`config.mk`:
```
export PLATFORM = sky130hd
export DESIGN_NAME = alu_sequencer
export DESIGN_NICKNAME = d
export VERILOG_FILES = /design/src/rtl/alu_sequencer.sv
export SDC_FILE = /design/constraint.sdc
export NUM_CORES = 1
export LEC_CHECK = 0
export CORE_ASPECT_RATIO = 1.25
export CORE_MARGIN = 10
export CORE_UTILIZATION = 58
export CTS_CLUSTER_SIZE = 16
export DETAILED_ROUTE_END_ITERATION = 8
export GPL_ROUTABILITY_DRIVEN = 0
export PLACE_DENSITY_LB_ADDON = 0.3
export SYNTH_ARGS = -nofsm -noshare
export SYNTH_HDL_FRONTEND = slang
export SYNTH_SLANG_ARGS = --single-unit
```
`constraint.sdc`:
```
create_clock -name clk -period 3.2 [get_ports clk]
set_clock_uncertainty 0.05 [all_clocks]
set_input_delay 0.48 -clock clk [delete_from_list [all_inputs] [get_ports clk]]
set_output_delay 0.48 -clock clk [all_outputs]
set_load 0.01 [all_outputs]
```
`src/rtl/alu_sequencer.sv`:
```
// Command sequencer around an external combinational 8-bit ALU with a 4x8 register file.
// Multiplies are done by repeated addition through the same ALU.
module alu_sequencer (
    input  logic       clk,
    input  logic       rst,
    input  logic       cmd_valid,
    output logic       cmd_ready,
    input  logic [2:0] cmd_op,
    input  logic [1:0] cmd_rd,
    input  logic [1:0] cmd_rs,
    input  logic [1:0] cmd_rt,
    input  logic       cmd_use_imm,
    input  logic [7:0] cmd_imm,
    output logic [7:0] alu_a,
    output logic [7:0] alu_b,
    output logic [2:0] alu_opcode,
    input  logic [7:0] alu_result,
    input  logic [3:0] alu_flags,
    output logic       rsp_valid,
    input  logic       rsp_ready,
    output logic [7:0] rsp_data,
    output logic [3:0] rsp_flags,
    output logic       busy,
    output logic [1:0] dbg_state
);

    // Handshakes: a transfer happens on a rising edge where valid and ready are both
    // high; valid never depends combinationally on ready in this block.

    typedef enum logic [1:0] {
        S_IDLE = 2'd0,
        S_EXEC = 2'd1,
        S_MUL  = 2'd2,
        S_RESP = 2'd3
    } state_t;

    localparam logic [2:0] OP_ADD = 3'd0;
    localparam logic [2:0] OP_MUL = 3'd6;
    localparam logic [2:0] OP_LDI = 3'd7;

    state_t          state_q, state_d;
    logic [2:0]      op_q, op_d;
    logic [1:0]      rd_q, rd_d;
    logic [7:0]      opa_q, opa_d;
    logic [7:0]      opb_q, opb_d;
    logic [7:0]      acc_q, acc_d;
    logic [7:0]      cnt_q, cnt_d;
    logic            cy_q, cy_d;
    logic [7:0]      rsp_data_q, rsp_data_d;
    logic [3:0]      rsp_flags_q, rsp_flags_d;
    logic [3:0][7:0] regs_q, regs_d;
    logic [7:0]      opb_in;

    assign opb_in = cmd_use_imm ? cmd_imm : regs_q[cmd_rt];

    always_comb begin
        state_d     = state_q;
        op_d        = op_q;
        rd_d        = rd_q;
        opa_d       = opa_q;
        opb_d       = opb_q;
        acc_d       = acc_q;
        cnt_d       = cnt_q;
        cy_d        = cy_q;
        rsp_data_d  = rsp_data_q;
        rsp_flags_d = rsp_flags_q;
        regs_d      = regs_q;
        alu_a       = 8'd0;
        alu_b       = 8'd0;
        alu_opcode  = 3'd0;

        case (state_q)
            S_IDLE: begin
                if (cmd_valid) begin
                    op_d    = cmd_op;
                    rd_d    = cmd_rd;
                    opa_d   = regs_q[cmd_rs];
                    opb_d   = opb_in;
                    acc_d   = 8'd0;
                    cnt_d   = opb_in;
                    cy_d    = 1'b0;
                    state_d = (cmd_op == OP_MUL) ? S_MUL : S_EXEC;
                end
            end
            S_EXEC: begin
                if (op_q == OP_LDI) begin
                    regs_d[rd_q] = opb_q;
                    rsp_data_d   = opb_q;
                    rsp_flags_d  = {1'b0, opb_q[7], 1'b0, opb_q == 8'd0};
                end else begin
                    alu_a        = opa_q;
                    alu_b        = opb_q;
                    alu_opcode   = op_q;
                    regs_d[rd_q] = alu_result;
                    rsp_data_d   = alu_result;
                    rsp_flags_d  = alu_flags;
                end
                state_d = S_RESP;
            end
            S_MUL: begin
                // cnt counts remaining additions of opA into acc; carry is sticky across them.
                if (cnt_q != 8'd0) begin
                    alu_a      = acc_q;
                    alu_b      = opa_q;
                    alu_opcode = OP_ADD;
                    acc_d      = alu_result;
                    cnt_d      = cnt_q - 8'd1;
                    cy_d       = cy_q | alu_flags[1];
                end else begin
                    regs_d[rd_q] = acc_q;
                    rsp_data_d   = acc_q;
                    rsp_flags_d  = {1'b0, acc_q[7], cy_q, acc_q == 8'd0};
                    state_d      = S_RESP;
                end
            end
            S_RESP: begin
                if (rsp_ready) begin
                    state_d = S_IDLE;
                end
            end
            default: state_d = S_IDLE;
        endcase
    end

    always_ff @(posedge clk) begin
        if (rst) begin
            state_q     <= S_IDLE;
            op_q        <= 3'd0;
            rd_q        <= 2'd0;
            opa_q       <= 8'd0;
            opb_q       <= 8'd0;
            acc_q       <= 8'd0;
            cnt_q       <= 8'd0;
            cy_q        <= 1'b0;
            rsp_data_q  <= 8'd0;
            rsp_flags_q <= 4'd0;
            regs_q      <= '0;
        end else begin
            state_q     <= state_d;
            op_q        <= op_d;
            rd_q        <= rd_d;
            opa_q       <= opa_d;
            opb_q       <= opb_d;
            acc_q       <= acc_d;
            cnt_q       <= cnt_d;
            cy_q        <= cy_d;
            rsp_data_q  <= rsp_data_d;
            rsp_flags_q <= rsp_flags_d;
            regs_q      <= regs_d;
        end
    end

    assign cmd_ready = (state_q == S_IDLE);
    assign rsp_valid = (state_q == S_RESP);
    assign busy      = (state_q != S_IDLE);
    assign rsp_data  = rsp_data_q;
    assign rsp_flags = rsp_flags_q;
    assign dbg_state = state_q;

endmodule

```
=== Word level (Yosys, flattened, before mapping) ===
Cells that the tools add are included.

* Add/sub/neg operators: 1
* $lt $le $gt $ge: 4
* Equal/unequal tests: 9
* Mux-type cells: 41
* Bitwise logic cells: 1
* Reductions and logical operators: 12

{| class="wikitable"
|+ Operator list
! operator !! count
|-
| 8-bit two-way mux || 14
|-
| 32-bit bitwise mux || 3
|-
| 8-bit case mux with 2 select lines || 5
|-
| 32-bit two-way mux || 2
|-
| 32-bit case mux with 2 select lines || 1
|-
| 8-bit binary-select mux with 2-bit select || 2
|-
| 8-bit demux with 2-bit select || 1
|-
| 8-bit zero test || 2
|-
| 2-bit by 3-bit < comparator with 1-bit output, second input constant || 3
|-
| 2-bit two-way mux || 4
|-
| 4-bit two-way mux || 2
|-
| 2-bit case mux with 4 select lines || 1
|-
| 4-bit case mux with 2 select lines || 1
|-
| 8-bit nonzero test || 1
|-
| 8-bit by 1-bit subtractor with 8-bit output, second input constant || 1
|-
| 3-bit == test, second input constant || 2
|-
| 3-bit two-way mux || 2
|-
| 2-bit inequality test, second input constant || 3
|-
| 3-bit AND reduction || 2
|-
| 2-bit nonzero test || 3
|-
| 2-bit == test, second input constant || 2
|-
| 2-bit AND reduction || 2
|-
| 2-bit by 1-bit == test with 1-bit output, second input constant || 1
|-
| 2-bit by 1-bit >= comparator with 1-bit output, second input constant || 1
|-
| 6 further kinds || 7
|}

* Register bits: 84
* Bits of input ports: 34
* Logic and storage cells: 82

=== Logic depth before layout (Yosys ltp) ===
Gate-level depths: netlist of the first run.

* Depth in word-level cells: 7
* Mapped depth: 9
* Mapped depth without buffers: 6

=== Least setup slack after synthesis of the first run ===
No wires, ideal clock.

* Path type: reg2out
* From: register state_q[1] (netlist: dbg_state[1])
* To: output port alu_a[0]
* Data arrival time: 1,855 ps
* Slack: 815 ps
* Stages on the path, launching flop included: 8
* Path buffers: 2
* Cells stage by stage: dfxtp_1 > ha_1 > buf_2 > clkinv_1 > a21oi_1 > buf_2 > a22oi_1 > nor2_1

* Word-level cells in the longest chain between the ends: 2
* Elaborated cells on any way between the ends: 3
* Those cells by class: eq/ne (2); mux (1)

{| class="wikitable"
|+ Ends and longest elaborated chain
! item !! RTL line !! RTL
|-
| from (decl) || 41 || <nowiki>state_t state_q, state_d;</nowiki>
|-
| from (signal assigned) || 139 || <nowiki>state_q <= state_d;</nowiki>
|-
| 2-bit == test or 2-bit by 1-bit == test with 1-bit output (tied branches) || 72 || <nowiki>case (state_q)</nowiki>
|-
| 8-bit case mux with 2 select lines * || 72 ||
|-
| to (decl) || 14 || <nowiki>output logic [7:0] alu_a,</nowiki>
|}

Mark *: on every way between the ends. The rest lies on a longest branch, timed or not.

=== Final worst setup path of the first run ===
* From: register cnt_q[0]
* To: output port alu_b[0]

* Word-level cells in the longest chain between the ends: 3

{| class="wikitable"
|+ Ends and longest elaborated chain
! item !! RTL line !! RTL
|-
| from (decl) || 47 || <nowiki>logic [7:0] cnt_q, cnt_d;</nowiki>
|-
| from (signal assigned) || 145 || <nowiki>cnt_q <= cnt_d;</nowiki>
|-
| 8-bit nonzero test || 102 || <nowiki>if (cnt_q != 8'd0) begin</nowiki>
|-
| 8-bit two-way mux || 102 ||
|-
| 8-bit case mux with 2 select lines || 72 ||
|-
| to (decl) || 15 || <nowiki>output logic [7:0] alu_b,</nowiki>
|}

Every way passes these cells.

==> impl_metrics.csv, run 1 <==
group,metric,value,unit
layout,fin_cells,664,
min_path,hold_start,"rsp_flags[2]",
clocking,cts.reportedPaths.clkPinSlew,0.08,ns
pwr,powerDensity,712,nW/um^2
synth,synth.avg_cell_area,8.69,sq um
critical_path,setup.worst_path.class,"flip-flop to primary output",
critical_path,crit_path_start_kind,"flip-flop",
floorplanning,rows,35,
min_path,hp-class,"flip-flop to flip-flop",
clocking,cts-buffers-inserted,9,
synth,synth_cell_types,43,
pwr,p_leak,1.93,nW
synth,synth_mux_area_frac,0.175,
synth,synth_nets,549,
place,dpl_cell_area,5190,sq um
grt,grtUsageTotal,0.217,
clocking,tritoncts,"yes",
clocking,h-tree-depth,3,
grt,grt_pass1_wl,20900,microns
sta,finalSetupTns,0,ns
critical_path,worst-endpoint-arrival,2.54,ns
route,dr.first_iter.drc_count,473,
layout,final_cell_mix,"dfxtp_1, clkdlybuf4s50_1, nand2_1",
clocking,clock-sinks,84,
place,dp_hpwl,9470,microns
sta,fin_crit,3.07,ns
sta,rsz0062_at_grt,"false",
synth,yosys.area_share.simple,0.217,
layout,drive_gt1_frac,0.0962,
synth,ys.warnings.count,0,
floorplanning,core_area,7400,sq um
sta,maxSlewViolCount,0,
layout,finalInstanceArea,5420,sq um
synth,synth_compound_area_frac,0.162,
route,antenna_left,0,
clocking,cts-root-buf,"clkbuf_8",
grt,antenna_found_initial,0,
sta,fmax,326,MHz
critical_path,critPathMaxFanout,16,
synth,synth-seq-cells,84,
sta,setup_violations,0,
synth,synth_top_family_by_area,"simple AND/OR/NAND/NOR gates",
route,drt-pass1-iter-count,5,
min_path,hold_end,"rsp_flags[2]",
synth,synthXorXnorAreaFrac,0,
critical_path,rr_worst_depth,7,
clocking,max-clock-path-buffers,2,
min_path,whs_path_depth,2,
layout,layout_commonest_cell,"dfxtp_1",
job,max_cap_viol_count,0,
layout,final_nets,608,
floorplanning,die_h,118,microns
synth,synth_edf_count,0,
route,viasPerCell,6.18,
place,port_buffers,69,
route,routed_wirelength,12800,microns
sta,worst_pin_slew,0.933,ns
synth,synth_area,4430,sq um
layout,syn_to_final_growth,22.4,%
critical_path,end_kind,"primary output",
synth,synth_fa_ha_area_frac,0.0170,
critical_path,cp.required,2.67,ns
route,vias,4106,
status,status,"complete, no violations",
critical_path,worstReg2RegEnd,"cnt_q[6]",
synth,syn-instance-count,509,
critical_path,critPathLaunch,"cnt_q[0]",
grt,grt_max_degree,60,
floorplanning,dieArea,11500,sq um
floorplanning,ios,70,
floorplanning,initial_core_util,0.598,
floorplanning,chipWidth,98.1,microns
grt,grt_pass1_vias,4140,
critical_path,r2r_start,"dbg_state[0]",
sta,hold_viol,0,
clocking,clk_latency,0.35,ns
synth,synth_ff_type,"dfxtp_1",
sta,worst_slack,0.130,ns
synth,synth-seq-area-share,0.380,
sta,period_share,0.959,
grt,grt_overflow,0,
layout,num_antenna_cells,0,
sta,slew_headroom,0.371,
place,place_ws,0.518,ns
clocking,ctsHoldBuffers,0,
synth,async_flop_share,0,
pwr,vdd_drop_max,467,uV
place,dp.cells,648,
route,drc,0,
layout,fillers,562,
critical_path,r2r_slack,0.82,ns
route,wire_per_inst,19.3,microns
[per-stage QoR]
step / power (mW) / hold WS, ns / utilization
2_1_floorplan: 2.43 / 0.399 / -
3_3_place_gp: 2.94 / 0.393 / 0.701
3_5_place_dp: 3.00 / 0.398 / 0.701
4_1_cts: 3.82 / 0.408 / 0.730
5_1_grt: 4.07 / 0.428 / 0.732
6_report: 3.86 / 0.412 / 0.732
[worst max path at each step]
| stage | end |
|---|---|
| 4_1_cts | alu_b[0] |
| 3_3_place_gp | alu_b[3] |
| 6_report | alu_b[0] |
| 3_5_place_dp | alu_b[0] |
| 5_1_grt | alu_b[0] |
| 2_1_floorplan | alu_a[0] |
[what timing repair did]
action                     4_1_cts  5_1_grt
gates resized for setup          0        1
setup endpoints to repair        0        8
setup buffers                    0        1
[worst max-delay path, cell delays in order (launching register included)]
cell	delay, ns
dfxtp_1	0.42
inv_1	0.09
ha_1	0.22
nor4b_4	0.16
a21oi_1	0.28
buf_6	0.22
a22oi_1	0.10
nor2_1	0.13
clkdlybuf4s50_1	0.58
[cell families (layout without fill, tap and decap cells)]
kind of cell / count (synthesis) / in the layout
buffers and inverters: 53 / 116
and+or+nand+nor: 186 / 186
adders and majority gates: 6 / 6
muxes: 64 / 64
DFF: 84 / 84
AOI/OAI and AO/OA: 116 / 116
[Yosys cell counts, drive strengths merged, types with 2 or more instances]
| cell | instances | area, sq um |
|---|---|---|
| nand4 | 4 | 25.0 |
| a31oi | 6 | 37.5 |
| ha | 6 | 75.1 |
| nand3 | 13 | 65.1 |
| inv | 14 | 52.6 |
| nor3 | 7 | 35.0 |
| nor4 | 5 | 31.3 |
| mux2i | 46 | 460 |
| or4 | 2 | 15.0 |
| o21ai | 23 | 115 |
| and3 | 4 | 25.0 |
| a21o | 2 | 15.0 |
| a311oi | 2 | 17.5 |
| or3b | 2 | 17.5 |
| buf | 12 | 62.6 |
| nor2b | 9 | 56.3 |
| nand3b | 8 | 60.1 |
| a211o | 3 | 26.3 |
| and2 | 3 | 18.8 |
| a22oi | 27 | 203 |
| clkinv | 2 | 7.51 |
| o21a | 2 | 15.0 |
| nand2b | 36 | 225 |
| clkbuf | 25 | 93.8 |
| nor3b | 2 | 15.0 |
| a31o | 2 | 17.5 |
| a21oi | 41 | 205 |
| mux2 | 8 | 90.1 |
| nor2 | 35 | 131 |
| a211oi | 2 | 15.0 |
| dfxtp | 84 | 1680 |
| mux4 | 10 | 225 |
| nand2 | 53 | 199 |
[routing by layer]
layer	wire length (microns)	track usage	up-vias
li1	-	-	1933
met1	4810	0.240	1967
met2	6650	0.379	164
met3	747	0.0388	42
met4	604	0.119	0
met5	0	0	-
[final cells by class]
type | instances | area [sq um] | share of cell area
multi-input combinational | 372 | 2530 | 0.468
sequential | 84 | 1680 | 0.311
timing repair buffer | 85 | 810 | 0.149
clock buffer | 11 | 141 | 0.0261
tap | 92 | 115 | 0.0213
clock inverter | 4 | 73.8 | 0.0136
inverter | 16 | 60.1 | 0.0111
[where the power goes]
| part | internal (mW) | leakage [nW] | total, mW | switching [mW] |
|---|---|---|---|---|
| clock network | 0.457 | 0.109 | 0.824 | 0.367 |
| registers | 1.25 | 0.683 | 1.45 | 0.194 |
| logic | 0.684 | 1.14 | 1.58 | 0.900 |
[registers in the layout, indices dropped and copies added (netlist names), 3 cells and up]
signal / cells
opa_q: 8
regs_q: 32
opb_q: 8
rsp_data: 8
op_q: 3
cnt_q: 8
acc_q: 8
rsp_flags: 4
Power figures use the tool's default switching activity.
==> run 2, diff against run 1 <==
- HOLD_SLACK_MARGIN: not set -> 0.08
==> results of run 2 <==
Same layout as run 1: the final DEF is identical, and so are final timing and power.
==> run 3, diff against run 2 <==
- ABC_AREA: not set -> 1
- CORE_MARGIN: 10 -> 1.5
- CORE_UTILIZATION: 58 -> 59
- CTS_CLUSTER_SIZE: 16 -> not set
==> impl_metrics.csv, run 3 <==
group,metric,value,unit
status,status,"complete, no violations",
sta,whs,0.438,ns
grt,grt_overflow,0,
grt,use_met2,0.553,
layout,num_antenna_cells,0,
sta,fmax,337,MHz
floorplanning,dieArea,8430,sq um
critical_path,setup.worst_path.class,"flip-flop to primary output",
layout,fillers,643,
floorplanning,initial_core_util,0.604,
grt,grt_max_degree,71,
grt,use_met3,0.0545,
critical_path,cp_cell_sequence,"inv_1, ha_1, nand2_1, inv_1, nand2_1, a21oi_1, clkdlybuf4s50_1",
layout,drive_gt1_frac,0.0677,
grt,grtUsageTotal,0.343,
critical_path,rr_worst_depth,7,
layout,final_nets,818,
route,drt-pass1-iter-count,7,
route,routed_wirelength,13800,microns
route,viasPerCell,5.71,
route,dr.first_iter.drc_count,468,
sta,hold_viol,0,
critical_path,end_kind,"primary output",
sta,slew_headroom,0.580,
layout,final_cell_mix,"nand2_1, nor2_1, dfxtp_1",
place,dp_hpwl,9710,microns
critical_path,crit_path_start_kind,"flip-flop",
synth,synth_ff_type,"dfxtp_1",
floorplanning,core_area,7700,sq um
synth,ys.warnings.count,0,
min_path,whs_path_depth,2,
grt,grt_use_met1,0.406,
layout,largest_reg_flops,32,
synth,synth-seq-area-share,0.361,
critical_path,cp_top_family,"buffers and inverters",
sta,worst_pin_slew,0.626,ns
clocking,max-clock-path-buffers,2,
route,wire_per_inst,15.7,microns
critical_path,cp.required,2.67,ns
synth,synth_common_cells,"nand2_1, nor2_1, dfxtp_1",
floorplanning,die_h,102,microns
clocking,cts-buffers-inserted,9,
sta,finalSetupTns,0,ns
synth,synth_most_common_cell,"nand2_1",
min_path,hp-class,"flip-flop to flip-flop",
grt,busiest_layer,"met2",
synth,synth_nets,762,
pwr,vdd_drop_max,425,uV
synth,syn-instance-count,722,
clocking,ctsHoldBuffers,0,
critical_path,cp_num_cells,7,
layout,fin_cells,878,
clocking,cts.reportedPaths.clkPinSlew,0.07,ns
synth,synth_edf_count,0,
floorplanning,rows,36,
place,dp.cells,862,
critical_path,worst-endpoint-arrival,2.43,ns
clocking,cts_setup_buffers,0,
critical_path,critPathSlowestCell,"clkdlybuf4s50_1",
clocking,clk_latency,0.39,ns
synth,async_flop_share,0,
grt,antenna_found_initial,0,
route,antenna_left,0,
route,drc,0,
clocking,h-tree-depth,3,
synth,synth-seq-cells,84,
route,vias,5010,
layout,top_register,"regs_q",
job,max_cap_viol_count,0,
sta,rsz0062_at_grt,"false",
synth,synth_area,4650,sq um
synth,synth_top_area_share,0.361,
sta,maxSlewViolCount,0,
layout,layout_commonest_cell,"nand2_1",
critical_path,cpPeakStageDelay,0.56,ns
pwr,p_leak,2.53,nW
sta,period_share,0.926,
place,port_buffers,69,
synth,synth_cell_types,34,
floorplanning,chipWidth,82.4,microns
sta,setup_violations,0,
sta,fin_crit,2.96,ns
synth,ys_top_cells_by_area,"dfxtp_1, nand2_1, nor2_1",
critical_path,critPathMaxFanout,16,
synth,yosysTopAreaCell,"dfxtp_1",
clocking,clock-sinks,84,
synth,synth.avg_cell_area,6.45,sq um
critical_path,cp_num_buf_inv,3,
clocking,ctsResizeCount,0,
clocking,cts-root-buf,"clkbuf_8",
grt,grt_pass1_wl,21600,microns
clocking,tritoncts,"yes",
floorplanning,ios,70,
layout,syn_to_final_growth,20.0,%
pwr,powerDensity,580,nW/um^2
pwr,design_power_total,3.24,mW
grt,grt_pass1_vias,4525,
run 3: changes by cell type after synthesis, sizes merged, moves of 10 or more:
cell	previous run	this run
a21oi	41	64
mux2i	46	0
a22oi	27	0
o21ai	23	68
inv	14	73
nand3	13	47
mux4	10	0
nand2b	36	0
o211ai	0	13
nor2	35	100
nand2	53	201
run 3: power breakdown:
group / internal [mW] / total, mW / switching [mW]
clock network: 0.404 / 0.811 / 0.406
registers: 1.20 / 1.32 / 0.126
logic: 0.418 / 1.11 / 0.687
total: 2.02 / 3.24 / 1.22
run 3: through the flow:
step	worst slack, ns	cell area, sq um	util
2_1_floorplan	1.14	4650	-
3_3_place_gp	0.781	5370	0.698
3_5_place_dp	0.708	5370	0.698
4_1_cts	0.275	5580	0.725
5_1_grt	0.0960	5580	0.725
6_report	0.237	5580	0.725
run 3: worst register-to-register path, delay by kind of cell (launching register included):
kind / cells / cell delay [ns]
buf+inv: 2 / 0.24
simple gates: 2 / 0.66
compound gates: 2 / 0.32
fa+ha+maj: 1 / 0.27
flops: 1 / 0.41
run 3: worst paths after layout:
check          startpoint      endpoint  slack, ns
min reg2reg  rsp_flags[3]  rsp_flags[3]       0.44
min          rsp_flags[3]  rsp_flags[3]       0.44
max          dbg_state[1]      alu_b[0]       0.24
max reg2reg  dbg_state[0]      cnt_q[0]       1.18
run 3: per-layer routing:
layer / vias to the layer above / routed length (microns) / part of all wire
li1: 2429 / - / -
met1: 2274 / 5220 / 0.38
met2: 245 / 6680 / 0.49
met3: 62 / 1080 / 0.079
met4: 0 / 792 / 0.057
met5: - / 0 / 0
run 3: cell type report:
class,instances,area [sq um],area share
Multi-Input combinational cell,528,2500,0.448
Timing Repair Buffer,81,793,0.142
Clock inverter,5,60.1,0.0108
Inverter,74,278,0.0497
Tap cell,95,119,0.0213
Clock buffer,11,151,0.0271
Sequential cell,84,1680,0.301
run 3: cells by family after synthesis:
| group | count (synthesis) | share of synthesized area |
|---|---|---|
| xor gates and xnor gates | 4 | 0.00753 |
| DFF | 84 | 0.361 |
| and+or+nand+nor | 363 | 0.337 |
| adders and majority gates | 6 | 0.0161 |
| AOI/OAI and AO/OA | 155 | 0.177 |
| buffers and inverters | 110 | 0.101 |
==> RTL edit 1, RTL diff (settings of run 1) <==
`opb_q` no longer has a reset.
--- a/src/rtl/alu_sequencer.sv
+++ b/src/rtl/alu_sequencer.sv
@@ -128,7 +128,6 @@
             op_q        <= 3'd0;
             rd_q        <= 2'd0;
             opa_q       <= 8'd0;
-            opb_q       <= 8'd0;
             acc_q       <= 8'd0;
             cnt_q       <= 8'd0;
             cy_q        <= 1'b0;
@@ -140,7 +139,6 @@
             op_q        <= op_d;
             rd_q        <= rd_d;
             opa_q       <= opa_d;
-            opb_q       <= opb_d;
             acc_q       <= acc_d;
             cnt_q       <= cnt_d;
             cy_q        <= cy_d;
@@ -148,6 +146,10 @@
             rsp_flags_q <= rsp_flags_d;
             regs_q      <= regs_d;
         end
+    end
+
+    always_ff @(posedge clk) begin
+        opb_q <= opb_d;
     end
 
     assign cmd_ready = (state_q == S_IDLE);
Behaviour: no difference found for any inputs over 4 cycles, from zero or initial values and one cycle with rst high; that may be too few to reach the edited logic, so the function may still have changed.
==> RTL edit 1 against run 1 <==
  * Worst setup slack worse by 0.0092 ns
  * Power is 5.6% higher
  * Area after synthesis is 4.1% lower
  * Global-route usage is 0.25 points lower
  * Final area is 2.6% lower
  * Combinational power is 11% higher
  * Highest routed layer unchanged
  * Hold slack worse by 0.0070 ns
  * Clock power is 5.2% higher
  * Via count is 7.5% lower
  * Wire length is 6.6% lower
  * Largest power group unchanged
  * Critical endpoint is now alu_b[1]
  * Sequential share of layout area is 2.3 points higher
  * Sequential cell count stayed put
==> RTL edit 1: results (changes against run 1) <==
{
  "status": {
    "run_status": "completed"
  },
  "finish": {
    "flip_flop_count_of_the_largest_register_after_layout": {"value": 32, "change": "unchanged"},
    "fraction_of_final_layout_cells_with_drive_strength_greater_than_1": {"value": 13.2, "unit": "%", "change": "+3.5 points"},
    "fin_nets": {"value": 552, "change": "-9.2%"}
  },
  "worst_setup_path": {
    "rrSetupSlack": {"value": 0.59, "unit": "ns", "change": "-0.23 ns"}
  },
  "drt": {
    "finalWirelength": {"value": 12.0, "unit": "mm", "change": "-6.6%"},
    "viasPerCell": {"value": 6.26, "change": "+1.2%"},
    "dr.first_iter.drc_count": {"value": 331, "change": "-30%"},
    "via_count": {"value": 3797, "change": "-7.5%"},
    "drt_pre_antenna_iters": {"value": 6, "change": "+1"}
  },
  "pwr": {
    "p_leak": {"value": 0.00189, "unit": "µW", "change": "-2.0%"}
  },
  "worst_hold_path": {
    "timing.hold.worst.class": "flip-flop to flip-flop",
    "hp-start": "rsp_flags[1]$_SDFFE_PP0P_",
    "hold-path-endpoint": "rsp_flags[1]$_SDFFE_PP0P_"
  },
  "timing": {
    "final_max_slew_viol_count": {"value": 0, "change": "unchanged"},
    "worst_pin_slew": {"value": 0.781, "unit": "ns", "change": "-0.152 ns"},
    "worst_hold_slack": {"value": 0.405, "unit": "ns", "change": "-0.00700 ns"}
  },
  "yosys": {
    "synth_top_cells_by_count": "dfxtp_1 (76), nand2_1 (73), mux2i_1 (35), nor2_1 (26), a21oi_1 (24)",
    "postSynthAreaPerCell": {"value": 9.51, "unit": "µm²", "change": "+9.4%"},
    "post_synth_main_area_contributors": "dfxtp_1 (36%), mux2i_1 (8.3%), mux4_2 (8.0%), nand2_1 (6.5%), edfxtp_1 (5.7%)",
    "synth_enable_flop_cells": {"value": 8, "change": "+8"},
    "synth.net_count": {"value": 486, "change": "-11%"},
    "yosys.cell_types.count": {"value": 53, "change": "+23%"}
  },
  "global_route": {
    "grt_start_max_net_pins": {"value": 30, "change": "-50%"},
    "number_of_global_route_vias_before_repair": {"value": 3700, "change": "-11%"}
  },
  "clock_tree": {
    "clockRootBuffer": "clkbuf_8"
  },
  "placed_design": {
    "dp.final_hpwl": {"value": 8.88, "unit": "mm", "change": "-6.2%"}
  }
}
[RTL edit 1: worst max-delay path by stage]
stage / end / startpoint / depth (start not counted) / slack, ns
2_1_floorplan: alu_a[0] / dbg_state[0]$_SDFFE_PP0P_ / 9 / 0.84
3_3_place_gp: alu_a[1] / cnt_q[0]$_SDFFE_PP0P_ / 8 / 0.53
3_5_place_dp: alu_a[1] / cnt_q[0]$_SDFFE_PP0P_ / 8 / 0.47
4_1_cts: alu_b[1] / cnt_q[0]$_SDFFE_PP0P_ / 8 / 0.05
5_1_grt: alu_b[1] / cnt_q[0]$_SDFFE_PP0P_ / 8 / 0.006
6_report: alu_b[1] / cnt_q[0]$_SDFFE_PP0P_ / 8 / 0.12
[RTL edit 1: per-stage QoR]
| stage | total power [µW] | setup slack, ns | instance area, µm² |
|---|---|---|---|
| global route | 4270 | 0.00550 | 5280 |
| global placement | 3080 | 0.533 | 5030 |
| detailed placement | 3140 | 0.466 | 5030 |
| floorplan | 2530 | 0.843 | 4240 |
| CTS | 4000 | 0.0511 | 5250 |
| finish | 4070 | 0.120 | 5280 |
[RTL edit 1: critical path, stage by stage (launching register included)]
cell and delay [ns]:
dfxtp_1 0.33, inv_1 0.13, ha_1 0.20, nor4b_4 0.38, a21oi_1 0.12, buf_4 0.22
a22oi_1 0.24, nor2_1 0.07, clkdlybuf4s50_1 0.49
[RTL edit 1: report_power, final]
part	switching, µW	internal, µW
registers	173	1280
logic	991	757
clock network	382	485
total	1550	2520
[RTL edit 1: cell families (layout without fill, tap and decap cells)]
logic type	after synthesis	after routing	share of synthesized area, %
buf+inv	43	114	4.10
compound gates	101	101	16.4
mux	63	63	19.7
fa+ha+maj	6	6	1.77
flops	84	84	41.5
simple gates	149	149	16.6
[RTL edit 1: cell type report]
| cell class | instances | area (µm²) |
|---|---|---|
| Clock buffer | 12 | 156 |
| Clock inverter | 4 | 70.1 |
| Fill cell | 511 | 1790 |
| Inverter | 13 | 48.8 |
| Multi-Input combinational cell | 319 | 2320 |
| Sequential cell | 84 | 1760 |
| Tap cell | 90 | 113 |
| Timing Repair Buffer | 85 | 811 |
[RTL edit 1: timing repair]
item / CTS / global route
hold endpoints to repair: 0 / 0
gates resized for setup: 0 / 3
setup endpoints to repair: 0 / 15
setup buffers: 0 / 2
hold buffers: 0 / 0
[RTL edit 1: per-layer routing]
layer  wire [µm]  track usage (%)  vias to the layer above
met2        6120             37.1                      181
met5           0                0                        -
met1        4460             24.5                     1823
met3        1020             4.92                       38
li1            -                -                     1755
met4         369             9.32                        0
==> RTL edit 2, RTL diff (flow settings as in run 1) <==
Made on the original files. Register the output `rsp_flags` once more, cleared by the reset; this adds one clock of latency there. The other outputs are not delayed to match.
--- a/src/rtl/alu_sequencer.sv
+++ b/src/rtl/alu_sequencer.sv
@@ -154,7 +154,13 @@
     assign rsp_valid = (state_q == S_RESP);
     assign busy      = (state_q != S_IDLE);
     assign rsp_data  = rsp_data_q;
-    assign rsp_flags = rsp_flags_q;
+    always_ff @(posedge clk) begin
+        if (rst) begin
+            rsp_flags <= '0;
+        end else begin
+            rsp_flags <= rsp_flags_q;
+        end
+    end
     assign dbg_state = state_q;
 
 endmodule
Function: changed (Yosys sat finds a counterexample within 4 cycles, from zero or initial values and one cycle with rst high).
==> RTL edit 2 against run 1 <==
  * Wire length shrank 2.1%
  * Global-route usage decreased by 0.80 points
  * Sequential cell count rose by 4
  * Final cell count decreased by 2.4%
  * Area after synthesis fell by 0.48%
  * Largest cell class unchanged
  * First-iteration DRC count decreased by 24%
  * Sequential power grew 3%
  * Synthesized cell count down 2.4%
  * Worst setup slack better by 0.049 ns
  * Final area down 1.2%
  * Largest power group unchanged
  * Highest routed layer unchanged
  * Clock power down 3.3%
  * Power rose by 0.59%
  * Critical path depth is 1 higher
  * Core utilization is 0.90 points lower
==> RTL edit 2: results (changes against run 1) <==
{
  "finish": {
    "fraction_of_final_layout_cells_with_drive_strength_greater_than_1": {"value": 13.7, "unit": "%", "change": "+4.1 points"},
    "fin_nets": {"value": 591, "change": "-2.8%"},
    "fillCellCount": {"value": 570, "change": "+1.4%"}
  },
  "worst_setup_path": {
    "arrival": {"value": 2.49, "unit": "ns", "change": "-0.05 ns"},
    "rrSetupSlack": {"value": 0.71, "unit": "ns", "change": "-0.11 ns"},
    "critical_path_peak_fanout": {"value": 16, "change": "unchanged"},
    "critical_path.reg2reg.endpoint": "regs_q[5]$_SDFFE_PP0P_",
    "crit_end": "alu_b[5]",
    "reg2reg_depth": {"value": 8, "change": "+1"},
    "maximum_cell_stage_delay_along_the_critical_path": {"value": 0.56, "unit": "ns", "change": "-0.02 ns"}
  },
  "global_route": {
    "grt_pass1_wl": {"value": 20.1, "unit": "mm", "change": "-4.2%"},
    "number_of_global_route_vias_before_repair": {"value": 3829, "change": "-7.5%"},
    "global_route.usage.met3": {"value": 4.70, "unit": "%", "change": "+0.82 points"},
    "grt_start_max_net_pins": {"value": 35, "change": "-42%"},
    "met2_usage": {"value": 35.0, "unit": "%", "change": "-2.9 points"}
  },
  "pwr": {
    "p_leak": {"value": 0.00185, "unit": "µW", "change": "-4.3%"},
    "worst_ir_drop_vdd": {"value": 0.558, "unit": "mV", "change": "+19%"}
  },
  "yosys": {
    "seq_area_frac_synth": {"value": 40.0, "unit": "%", "change": "+2.0 points"},
    "post_synth_main_area_contributors": "dfxtp_1 (40%), mux4_2 (7.7%), nand3b_1 (6.6%), a21oi_1 (4.7%), o21ai_0 (4.4%)",
    "yosys.cell_types.count": {"value": 48, "change": "+12%"},
    "synth_top_cells_by_count": "dfxtp_1 (88), nand2_1 (49), nor2_1 (43), a21oi_1 (41)"
  },
  "status": {
    "run_status": "completed"
  },
  "worst_hold_path": {
    "hp-start": "rsp_flags_q[2]$_SDFFE_PP0P_"
  },
  "clock_tree": {
    "clkLatencyLatePin": {"value": 0.37, "unit": "ns", "change": "+0.02 ns"}
  },
  "drt": {
    "finalWirelength": {"value": 12.5, "unit": "mm", "change": "-2.1%"},
    "drt_pre_antenna_iters": {"value": 7, "change": "+2"}
  }
}
-- RTL edit 2: cell count changes in the layout (fill, tap and decap cells not counted), sizes merged, moves of 4 or more --
cell,run 1,this run
mux2i,46,2
nand2b,36,2
nand3b,8,41
o21ai,23,51
nor2,35,44
nand3,13,6
inv,14,19
mux2,8,13
mux4,10,15
dfxtp,84,88
nand2,53,49
nand4,4,0
-- RTL edit 2: per-stage QoR --
stage / hold WS, ns / instance area, µm² / power (µW) / setup WS (ns) / std cells
floorplan: 0.388 / 4400 / 2550 / 0.970 / 497
global placement: 0.394 / 5120 / 2990 / 0.410 / 631
detailed placement: 0.409 / 5120 / 3030 / 0.288 / 631
CTS: 0.419 / 5330 / 3840 / 0.0320 / 647
global route: 0.430 / 5350 / 4090 / 0.00407 / 648
finish: 0.418 / 5350 / 3880 / 0.179 / 648
-- RTL edit 2: area by class of cell --
class | count | area (µm²) | share of cell area, %
Timing Repair Buffer | 82 | 796 | 14.9
Tap cell | 92 | 115 | 2.15
Clock buffer | 9 | 124 | 2.32
Clock inverter | 7 | 77.6 | 1.45
Sequential cell | 88 | 1760 | 33.0
Inverter | 17 | 63.8 | 1.19
Multi-Input combinational cell | 353 | 2410 | 45.1
-- RTL edit 2: kinds of logic after synthesis --
family	count (synthesis)	synth area share [%]
compound gates	139	19.5
xor+xnor	2	0.398
fa+ha+maj	6	1.70
buf+inv	56	5.43
flops	88	40.0
mux	30	11.4
simple gates	176	21.5
-- RTL edit 2: how the worst min path moves through the flow --
stage / to / slack [ns] / depth (start not counted)
after floorplan: rsp_flags[1]$_SDFF_PP0_ / 0.39 / 1
after global placement: rsp_data[7]$_SDFFE_PP0P_ / 0.39 / 2
after detailed placement: rsp_flags[0]$_SDFF_PP0_ / 0.41 / 1
after CTS: rsp_flags[2]$_SDFF_PP0_ / 0.42 / 1
after global routing: rsp_flags[2]$_SDFF_PP0_ / 0.43 / 1
final: rsp_flags[2]$_SDFF_PP0_ / 0.42 / 1
-- RTL edit 2: power by group --
part | switching [µW] | internal [µW]
clock network | 428 | 369
registers | 190 | 1310
logic | 920 | 658
-- RTL edit 2: repair_timing --
action,4_1_cts,5_1_grt
buffers inserted,0,1
pin swaps,0,1
endpoints found under the setup margin,16,16
gates resized for setup,1,2
-- RTL edit 2: per-layer routing --
layer	part of all wire, %	vias up
li1	-	1901
met1	39	1907
met2	50	206
met3	7.7	32
met4	3.4	0
met5	0	-
-- RTL edit 2: worst max-delay path: cells and delay by family, from the launching register on --
family	cells	cell delay, ns
buffers and inverters	3	0.78
and+or+nand+nor	4	0.69
DFF	1	0.37
adders and majority gates	1	0.22
AOI/OAI and AO/OA	1	0.08
